==> config.mk <==
export PLATFORM = sky130hd
export DESIGN_NAME = uart_rx_buf
export DESIGN_NICKNAME = d
export VERILOG_FILES = /design/src/rtl/uart_rx_buf.sv
export SDC_FILE = /design/constraint.sdc
export NUM_CORES = 1
export LEC_CHECK = 0
export CAP_MARGIN = 40
export CORE_AREA = 2 2 125 158
export CTS_BUF_LIST = sky130_fd_sc_hd__clkbuf_16
export DETAILED_ROUTE_END_ITERATION = 7
export DIE_AREA = 0 0 127 160
export GPL_TIMING_DRIVEN = 0
export PLACE_DENSITY = 0.52
export SLEW_MARGIN = 20
export SYNTH_ARGS = -nofsm -noshare
export SYNTH_HDL_FRONTEND = slang
export SYNTH_SLANG_ARGS = --single-unit
==> constraint.sdc <==
create_clock -name clk -period 4.95 [get_ports clk]
set_clock_uncertainty 0.05 [all_clocks]
set_input_delay 1.2375 -clock clk [delete_from_list [all_inputs] [get_ports clk]]
set_output_delay 1.2375 -clock clk [all_outputs]
set_load 0.02 [all_outputs]
==> src/rtl/uart_rx_buf.sv <==
// uart_rx_buf: 8N1 UART receiver feeding a first-word-fall-through byte FIFO.
// Bytes arriving while the consumer is not ready stay in the FIFO. The overrun
// and frame_err flags are sticky and clear only on reset.
module uart_rx_buf #(
  parameter int CLK_PER_BIT = 868,
  parameter int DEPTH_LOG2  = 4
) (
  input  logic                  clk,
  input  logic                  rstn,
  input  logic                  rxd,
  output logic [7:0]            io_in_data,
  output logic                  io_in_vld,
  input  logic                  io_in_rdy,
  output logic [DEPTH_LOG2:0]   rx_count,
  output logic                  overrun,
  output logic                  frame_err
);

  localparam int DEPTH = 1 << DEPTH_LOG2;
  localparam int CW    = $clog2(CLK_PER_BIT);

  localparam logic [CW-1:0]         HALF_RELOAD = CW'(CLK_PER_BIT / 2 - 1);
  localparam logic [CW-1:0]         BIT_RELOAD  = CW'(CLK_PER_BIT - 1);
  localparam logic [DEPTH_LOG2:0]   FULL_COUNT  = (DEPTH_LOG2 + 1)'(DEPTH);
  localparam logic [DEPTH_LOG2-1:0] PTR_ONE     = DEPTH_LOG2'(1);
  localparam logic [DEPTH_LOG2:0]   CNT_ONE     = (DEPTH_LOG2 + 1)'(1);

  typedef enum logic [2:0] {
    S_IDLE,
    S_START,
    S_DATA,
    S_STOP,
    S_BREAK
  } rx_state_t;

  rx_state_t             state;
  logic                  rx_meta;
  logic                  rxs;
  logic [CW-1:0]         cnt;
  logic [2:0]            idx;
  logic [7:0]            sh;

  logic [7:0]            mem [DEPTH];
  logic [DEPTH_LOG2-1:0] wr_ptr;
  logic [DEPTH_LOG2-1:0] rd_ptr;

  logic                  bit_done;
  logic                  push;
  logic                  pop;
  logic                  full;
  logic                  accept;

  assign bit_done = (cnt == '0);
  // A complete byte is offered to the FIFO on the edge its stop bit samples high.
  assign push     = (state == S_STOP) && bit_done && rxs;
  assign io_in_vld  = (rx_count != '0);
  assign io_in_data = io_in_vld ? mem[rd_ptr] : 8'h00;
  assign pop      = io_in_vld && io_in_rdy;
  assign full     = (rx_count == FULL_COUNT);
  // A full FIFO still accepts a byte when a pop frees a slot on the same edge.
  assign accept   = push && (!full || pop);

  // Two-flop synchronizer; the line idles high, so both flops reset to 1.
  always_ff @(posedge clk) begin
    if (!rstn) begin
      rx_meta <= 1'b1;
      rxs     <= 1'b1;
    end else begin
      rx_meta <= rxd;
      rxs     <= rx_meta;
    end
  end

  // Receiver FSM: mid-bit sampling of start, eight data bits LSB first, stop.
  always_ff @(posedge clk) begin
    if (!rstn) begin
      state     <= S_IDLE;
      cnt       <= '0;
      idx       <= 3'd0;
      sh        <= 8'h00;
      frame_err <= 1'b0;
    end else begin
      case (state)
        S_IDLE: begin
          if (!rxs) begin
            state <= S_START;
            cnt   <= HALF_RELOAD;
          end
        end
        S_START: begin
          if (!bit_done) begin
            cnt <= cnt - CW'(1);
          end else if (!rxs) begin
            state <= S_DATA;
            cnt   <= BIT_RELOAD;
            idx   <= 3'd0;
          end else begin
            state <= S_IDLE;
          end
        end
        S_DATA: begin
          if (!bit_done) begin
            cnt <= cnt - CW'(1);
          end else begin
            sh  <= {rxs, sh[7:1]};
            cnt <= BIT_RELOAD;
            if (idx == 3'd7) begin
              state <= S_STOP;
            end else begin
              idx <= idx + 3'd1;
            end
          end
        end
        S_STOP: begin
          if (!bit_done) begin
            cnt <= cnt - CW'(1);
          end else if (rxs) begin
            state <= S_IDLE;
          end else begin
            frame_err <= 1'b1;
            state     <= S_BREAK;
          end
        end
        S_BREAK: begin
          if (rxs) begin
            state <= S_IDLE;
          end
        end
        default: state <= S_IDLE;
      endcase
    end
  end

  // FIFO bookkeeping: pointers, occupancy and the sticky overrun flag.
  always_ff @(posedge clk) begin
    if (!rstn) begin
      wr_ptr   <= '0;
      rd_ptr   <= '0;
      rx_count <= '0;
      overrun  <= 1'b0;
    end else begin
      if (accept) begin
        wr_ptr <= wr_ptr + PTR_ONE;
      end
      if (pop) begin
        rd_ptr <= rd_ptr + PTR_ONE;
      end
      if (accept && !pop) begin
        rx_count <= rx_count + CNT_ONE;
      end else if (pop && !accept) begin
        rx_count <= rx_count - CNT_ONE;
      end
      if (push && !accept) begin
        overrun <= 1'b1;
      end
    end
  end

  // FIFO storage; contents need no reset because io_in_data is masked when empty.
  always_ff @(posedge clk) begin
    if (accept) begin
      mem[wr_ptr] <= sh;
    end
  end

endmodule

Word-level counts from Yosys, hierarchy flattened
Memory sizes are Yosys's and may differ from the RTL's. A register that Yosys moved wholly into a read port is not among the register bits.
Index checks and enable logic that the tools add are counted.
{ "op_classes": {"n_addsub": 6, "n_eq_ne": 16, "mux": 27, "bitwise": 1, "reduce_logical": 22} }
{ "ops": {"columns": ["op", "n"], "rows": [
  ["10-bit two-way mux", 5],
  ["10-bit one-hot mux with 4 select lines", 1],
  ["3-bit two-way mux", 11],
  ["2-bit inequality test (second input constant)", 9],
  ["3-bit one-hot mux with 5 select lines", 1],
  ["10-bit zero test", 1],
  ["5-bit two-way mux", 2],
  ["10-bit by 1-bit subtractor with 10-bit output (second input constant)", 1],
  ["4-bit by 1-bit adder with 4-bit output (second input constant)", 2],
  ["4-bit two-way mux", 2],
  ["8-bit two-way mux", 1],
  ["1-bit logical AND", 7],
  ["3-bit by 2-bit == test with 1-bit output (second input constant)", 2],
  ["3-bit == test (second input constant)", 2],
  ["3-bit one-hot mux with 2 select lines", 1],
  ["6-bit AND reduction", 1],
  ["5-bit by 1-bit adder with 5-bit output (second input constant)", 1],
  ["5-bit == test (second input constant)", 1],
  ["5-bit AND reduction", 1],
  ["5-bit nonzero test", 1],
  ["5-bit by 1-bit subtractor with 5-bit output (second input constant)", 1],
  ["4-bit AND reduction", 1],
  ["2-bit nonzero test", 2],
  ["4-bit nonzero test", 1],
  ["other kinds (11)", 14]
]} }
{ "word_totals": {"register_bits": 41, "ram_bits": 128, "input_bits": 4, "output_inout_bits": 16, "n_memories": 1} }
{ "mem_list": {"columns": ["name", "depth", "width", "read_ports", "rd_clocked_by_memory_dff", "wr", "line", "source"], "rows": [
  ["mem", 16, 8, 1, 1, 1, "43", "logic [7:0] mem [DEPTH];"]
]} }

Depth between registers and ports, before layout
Gate-level depths: netlist of the first run.
{ "logic_depth": {"ltp_word": 8, "mapped_depth": 13, "depth_no_buf": 12} }

Least setup slack after synthesis of the first run
Ideal clock, no wire load.
{ "synth_path": {"path_type": "input port to flip-flop", "startpoint": "input io_in_rdy", "endpoint": "register rx_count[4]", "arrival_ps": 3117, "required_time_ps": 4828, "path_slack_ps": 1711, "stages": 10, "path_buffers": 1, "cell_sequence": "o311ai_4 -> nor2_4 -> buf_6 -> ha_1 -> inv_1 -> ha_1 -> a21o_1 -> a21oi_1 -> mux2i_1 -> mux2i_1"} }
{ "synth_via": {"elab_chain_len": 6, "elab_cells_between_ends": 9, "classes_between": "1 x mux; 8 x reduce/logical"} }
{ "synth_rtl": {"columns": ["element", "line", "source"], "rows": [
  ["start, declared", "13", "input logic io_in_rdy,"],
  ["1-bit logical AND *", "58", "assign pop = io_in_vld && io_in_rdy;"],
  ["1-bit logical OR *", "61", "assign accept = push && (!full || pop);"],
  ["1-bit logical AND *", "61", null],
  ["named net accept", "51", "logic accept;"],
  ["1-bit zero test", "150", "end else if (pop && !accept) begin"],
  ["1-bit logical AND", "150", null],
  ["2-bit nonzero test (no source line)", null, null],
  ["end signal, assigned", "149", "rx_count <= rx_count + CNT_ONE;"],
  ["end signal, assigned", "151", "rx_count <= rx_count - CNT_ONE;"],
  ["end, declared", "14", "output logic [DEPTH_LOG2:0] rx_count,"]
]} }
Mark *: on every way through the listed nets, which the timed path passes. The rest lies on a longest branch.
A chain may end at the register's enable or synchronous reset.

==> results of run 1 <==
-- cells in the mapped netlist (3+ instances only) --
master,count
sky130_fd_sc_hd__mux4_2,32
sky130_fd_sc_hd__o21a_1,7
sky130_fd_sc_hd__nor2_1,21
sky130_fd_sc_hd__nand2_1,17
sky130_fd_sc_hd__o221ai_1,3
sky130_fd_sc_hd__o311a_1,3
sky130_fd_sc_hd__edfxtp_1,128
sky130_fd_sc_hd__buf_2,11
sky130_fd_sc_hd__o22ai_1,9
sky130_fd_sc_hd__ha_1,13
sky130_fd_sc_hd__nand3_1,14
sky130_fd_sc_hd__and4b_1,7
sky130_fd_sc_hd__clkbuf_1,16
sky130_fd_sc_hd__o21ai_0,9
sky130_fd_sc_hd__mux2i_1,22
sky130_fd_sc_hd__dfxtp_1,45
sky130_fd_sc_hd__or4_1,3
sky130_fd_sc_hd__nand2b_1,4
sky130_fd_sc_hd__inv_1,12
sky130_fd_sc_hd__o31ai_1,4
sky130_fd_sc_hd__and4_1,4
sky130_fd_sc_hd__nor4_1,4
sky130_fd_sc_hd__xor2_1,5
sky130_fd_sc_hd__a21oi_1,19
sky130_fd_sc_hd__a21o_1,3
sky130_fd_sc_hd__nor3b_1,5
sky130_fd_sc_hd__nor3_1,10
-- power by group --
group	switching [uW]	internal [uW]	leakage, uW
clock network	524	781	0.000279
logic	577	467	0.000970
registers	45.1	1580	0.00155
-- logic make-up after synthesis --
logic type	count (synthesis)
DFF	173
and+or+nand+nor	114
AOI/OAI and AO/OA	80
muxes	55
buffers and inverters	43
adders and majority gates	14
xor gates and xnor gates	6
-- layer usage --
metal  global-route usage  vias up  wire length, microns
met5                    0        -                     0
met4               0.0519        0                    93
met3               0.0348        6                   585
met2                0.275       79                  8260
met1                0.221     2153                  7020
li1                     -     2010                     -
-- state kept, by name (all words and copies together) (netlist names), named ones only --
register,count
frame_err,1
cnt,10
state,3
sh,8
mem,128
overrun,1
rxs,1
rd_ptr,4
rx_count,5
wr_ptr,4
rx_meta,1
idx,3
-- stage by stage --
step | worst slack (ps) | instances | instance area [sq um] | utilization | power [uW]
6_report | 671 | 774 | 8510 | 0.449 | 3970
2_1_floorplan | 1710 | 485 | 7410 | - | 2370
4_1_cts | 487 | 773 | 8500 | 0.448 | 4020
5_1_grt | 476 | 774 | 8510 | 0.449 | 4170
3_3_place_gp | 522 | 740 | 7900 | 0.416 | 2690
3_5_place_dp | 863 | 742 | 7920 | 0.418 | 2710
-- area by class of cell --
cell class                 instances  area, sq um
clock inverter                    14          153
timing repair buffer              22          216
tap                              236          295
buffer                            31          149
fill                            1693        10500
inverter                          12         45.0
multi-input combinational        269         2480
sequential                       173         4740
clock buffer                      17          425
-- path summary, 6_finish.rpt --
kind,end,cells past startpoint,start
setup reg to reg,rx_count[4],13,cnt[0]
hold / removal,rxs,1,rx_meta
setup / recovery,io_in_data[5],6,flip-flop
hold reg to reg,rxs,1,rx_meta
==> flow_summary.toml, run 1 <==
[yosys]
synth-edff-count = 128
postSynthAreaPerCell_sq_um = 15.3
synth-xor-area-share = 0.00709
synth_compound_gate_area_share = 0.0770
synth_mux_area_frac = 0.129
ys_seq_elements = 173
synth_top_family_by_area = "multiplexers"
postSynthCellCount = 485
ys_dominant_reg_cell = "sky130_fd_sc_hd__edfxtp_1"
leading_cell_types_by_total_area_after_synthesis = "sky130_fd_sc_hd__edfxtp_1 52%, sky130_fd_sc_hd__dfxtp_1 12%, sky130_fd_sc_hd__mux4_2 9.7%"
yosys_warnings = 0
yosysUniqueCellTypes = 71
synth.net_count = 503
synth_sequential_area_ratio = 0.640
synth-simple-area-share = 0.0961
yosysTopAreaCell = "sky130_fd_sc_hd__edfxtp_1"
synth_fa_ha_area_frac = 0.0246
post_synthesis_instance_area_sq_um = 7410
synth.top_cell.area_share = 0.519
async_flop_share = 0

[clock_network]
numCtsBuffers = 17
clock_path_buffers = 2
clock_latency_ps = 420
htree_num_levels = 4
clk_root_buf = "sky130_fd_sc_hd__clkbuf_16"
clock_sinks = 173
ctsHoldBuffers = 0
tritoncts = "done"
cts_setup_buffers = 0
post_cts_resized = 0
clk_transition_reported_paths_ps = 60

[global_routing]
grt_max_degree = 19
total_gr_overflow = 0
grtUsageTotal = 0.166
grt_antenna_before_repair = 0
first_global_vias = 4419
first_pass_grt_wire_length_microns = 25200

[route]
routed_via_count = 4248
initialDrtViolationCount = 306
avgViaCountPerCell = 5.49
final_antenna_net_count = 0
routed_wl_microns = 16000
drc = 0
avgRoutedWirePerCell_microns = 20.6
drt_pass1_iterations = 5

[run]
cap_violations = 0

[setup_path]
cp_top_family = "buffers and inverters"
cp-start-kind = "flip-flop"
r2r_setup_slack_ps = 1260
critical-path-slowest-cell = "sky130_fd_sc_hd__mux4_2"
worst-endpoint-arrival_ps = 2990
path_class = "flip-flop to primary output"
worst-path-buf-inv = 3
critical_path.endpoint_type = "primary output"
timing.critical_path.cells = "clkbuf_1, buf_2, mux4_2, mux2i_1, o22ai_1, clkdlybuf4s50_1"
crit_path_max_fanout = 10
max_stage_delay_ps = 570
timing.critical_path.required_ps = 3660

[floorplan]
row_count = 57
start_util = 0.391
coreArea_sq_um = 19000
number_of_ports_placed_on_the_die_boundary = 20
die_width_microns = 127
fp.dieArea_sq_um = 20300
die_height_microns = 160

[timing]
worst-slew-pin-transition_ps = 824
final_min_period_over_clock_period = 0.864
rsz0062_at_grt = "no"
fmax_mhz = 234
final-setup-viol-count = 0
timing.final.crit_period_ps = 4280
final.setup.tns_ps = 0
slew-limit-headroom = 0.450
holdWs_ps = 372
timing_hold_violations_final = 0
timing_max_transition_violations_final = 0

[cells_and_area]
post_route_cells_drive_above_1_share = 0.182
design.final.nets = 544
final_cell_mix = "128 x sky130_fd_sc_hd__edfxtp_1, 45 x sky130_fd_sc_hd__dfxtp_1, 32 x sky130_fd_sc_hd__mux4_2"
antenna_cells_inserted = 0
area_growth_syn_to_layout_pct = 14.9
layout.cells.most_common = "sky130_fd_sc_hd__edfxtp_1"

[placed_design]
routabilityCongestion = 0.843
detailedPlacementHpwl_microns = 10700
io_buffers = 19

[status]
run_status = "complete, no violations"

[pwr]
p_per_area_nw_per_um2 = 466
vdd_ir_drop_max_mv = 0.228
static-leakage-power_uw = 0.00280

[hold_path]
hold_class = "flip-flop to flip-flop"
Power figures use the tool's default switching activity.
==> run 2: changes to the inputs <==
--- a/config.mk
+++ b/config.mk
@@ -16,3 +16,4 @@
 export SYNTH_ARGS = -nofsm -noshare
 export SYNTH_HDL_FRONTEND = slang
 export SYNTH_SLANG_ARGS = --single-unit
+export TNS_END_PERCENT = 100
==> constraint.sdc (replaced) <==
create_clock -name clk -period 4.3 [get_ports clk]
set_clock_uncertainty 0.05 [all_clocks]
set_input_delay 1.075 -clock clk [delete_from_list [all_inputs] [get_ports clk]]
set_output_delay 1.075 -clock clk [all_outputs]
set_load 0.02 [all_outputs]
==> flow_summary.toml, run 2 (same netlist as run 1, synthesis figures left out) <==
[status]
run_status = "complete, no violations"

[cells_and_area]
layout.cells.most_common = "sky130_fd_sc_hd__edfxtp_1"
area_growth_syn_to_layout_pct = 14.8
design.final.nets = 543
largest_register_ff_count = 128
final_cell_mix = "128 x sky130_fd_sc_hd__edfxtp_1, 45 x sky130_fd_sc_hd__dfxtp_1, 32 x sky130_fd_sc_hd__mux4_2"
antenna_cells_inserted = 0
registers.top_by_ff_count = "mem"
reg.largest.list = "mem: 128 flops, cnt: 10 flops, sh: 8 flops"
post_route_cells_drive_above_1_share = 0.182

[route]
drt_pass1_iterations = 5
routed_via_count = 4263
avgViaCountPerCell = 5.51
final_antenna_net_count = 0
routed_wl_microns = 16000
initialDrtViolationCount = 316
avgRoutedWirePerCell_microns = 20.6
drc = 0

[placed_design]
io_buffers = 19
dp_worst_setup_slack_ps = 375
detailedPlacementHpwl_microns = 10700
routabilityCongestion = 0.843

[setup_path]
worst-endpoint-arrival_ps = 2930
cp-start-kind = "flip-flop"
critical_path.endpoint_type = "primary output"
crit_path_max_fanout = 10
path_class = "flip-flop to primary output"
timing.critical_path.required_ps = 3170

[clock_network]
htree_num_levels = 4
clk_root_buf = "sky130_fd_sc_hd__clkbuf_16"
tritoncts = "done"
clock_path_buffers = 2
clock_sinks = 173
ctsHoldBuffers = 0
cts_setup_buffers = 0
clock_latency_ps = 420
clk_transition_reported_paths_ps = 60
numCtsBuffers = 17

[pwr]
p_per_area_nw_per_um2 = 539
static-leakage-power_uw = 0.00280
vdd_ir_drop_max_mv = 0.262

[global_routing]
grt_antenna_before_repair = 0
grtUsageTotal = 0.166
first_pass_grt_wire_length_microns = 25200
grt_max_degree = 19
total_gr_overflow = 0
first_global_vias = 4419

[floorplan]
die_height_microns = 160
fp.dieArea_sq_um = 20300
row_count = 57
die_width_microns = 127
start_util = 0.391
number_of_ports_placed_on_the_die_boundary = 20
coreArea_sq_um = 19000

[timing]
finalWorstSetupSlack_ps = 246
rsz0062_at_grt = "no"
worst-slew-pin-transition_ps = 827
final.setup.tns_ps = 0
final_min_period_over_clock_period = 0.943
timing.final.crit_period_ps = 4050
fmax_mhz = 247
slew-limit-headroom = 0.448
timing_max_transition_violations_final = 0
timing_hold_violations_final = 0
final-setup-viol-count = 0

[run]
cap_violations = 0

[hold_path]
hold_class = "flip-flop to flip-flop"
run 2: cell types whose count changed in the layout (fill, tap and decap cells not counted), sizes merged:
cell,previous run,this run
buf,18,16
clkbuf,33,34
run 2: timing repair:
action	4_1_cts	5_1_grt
setup endpoints to repair	1	1
gates resized for setup	1	1
gates cloned	0	0
run 2: area by class of cell:
| type | instances | area, sq um |
|---|---|---|
| clock buffers | 17 | 425 |
| fillers | 1694 | 10500 |
| well taps | 236 | 295 |
| multi-input cells | 269 | 2480 |
| plain buffers | 31 | 153 |
| repair buffers | 21 | 205 |
| inverters | 12 | 45.0 |
| clock inverters | 14 | 153 |
| flip-flops and latches | 173 | 4740 |
run 2: critical path, cell delays in order (launching register included):
cell and delay (ps):
sky130_fd_sc_hd__dfxtp_1 330, sky130_fd_sc_hd__clkbuf_1 290, sky130_fd_sc_hd__clkbuf_4 360, sky130_fd_sc_hd__mux4_2 560, sky130_fd_sc_hd__mux2i_1 230, sky130_fd_sc_hd__o22ai_1 160, sky130_fd_sc_hd__clkdlybuf4s50_1 570
run 2: per-layer routing:
metal / share of wire / wire length (microns) / global-route usage / vias up
li1: - / - / - / 2005
met1: 0.44 / 7070 / 0.221 / 2150
met2: 0.51 / 8090 / 0.275 / 92
met3: 0.036 / 567 / 0.0348 / 16
met4: 0.014 / 228 / 0.0519 / 0
met5: 0 / 0 / 0 / -
run 2: final timing paths:
kind	endpoint	cells after the start	start	slack [ps]
worst max-delay path	io_in_data[5]	6	flip-flop	250
worst min-delay path	rxs	1	rx_meta	370
worst max register to register	rx_count[4]	13	cnt[0]	600
worst min register to register	rxs	1	rx_meta	370
run 2: power breakdown:
group | total (uW) | internal, uW | switching (uW)
Clock | 1510 | 899 | 612
Combinational | 1210 | 540 | 666
Sequential | 1870 | 1810 | 52.1
Total | 4580 | 3250 | 1330
run 2: through the flow:
step | hold WS (ps) | instances | utilization | power, uW | instance area (sq um)
3_3_place_gp | 345 | 740 | 0.416 | 3100 | 7900
6_report | 372 | 773 | 0.448 | 4580 | 8510
4_1_cts | 373 | 773 | 0.448 | 4630 | 8500
2_1_floorplan | 336 | 485 | - | 2730 | 7410
3_5_place_dp | 356 | 742 | 0.418 | 3120 | 7920
5_1_grt | 399 | 773 | 0.448 | 4800 | 8510
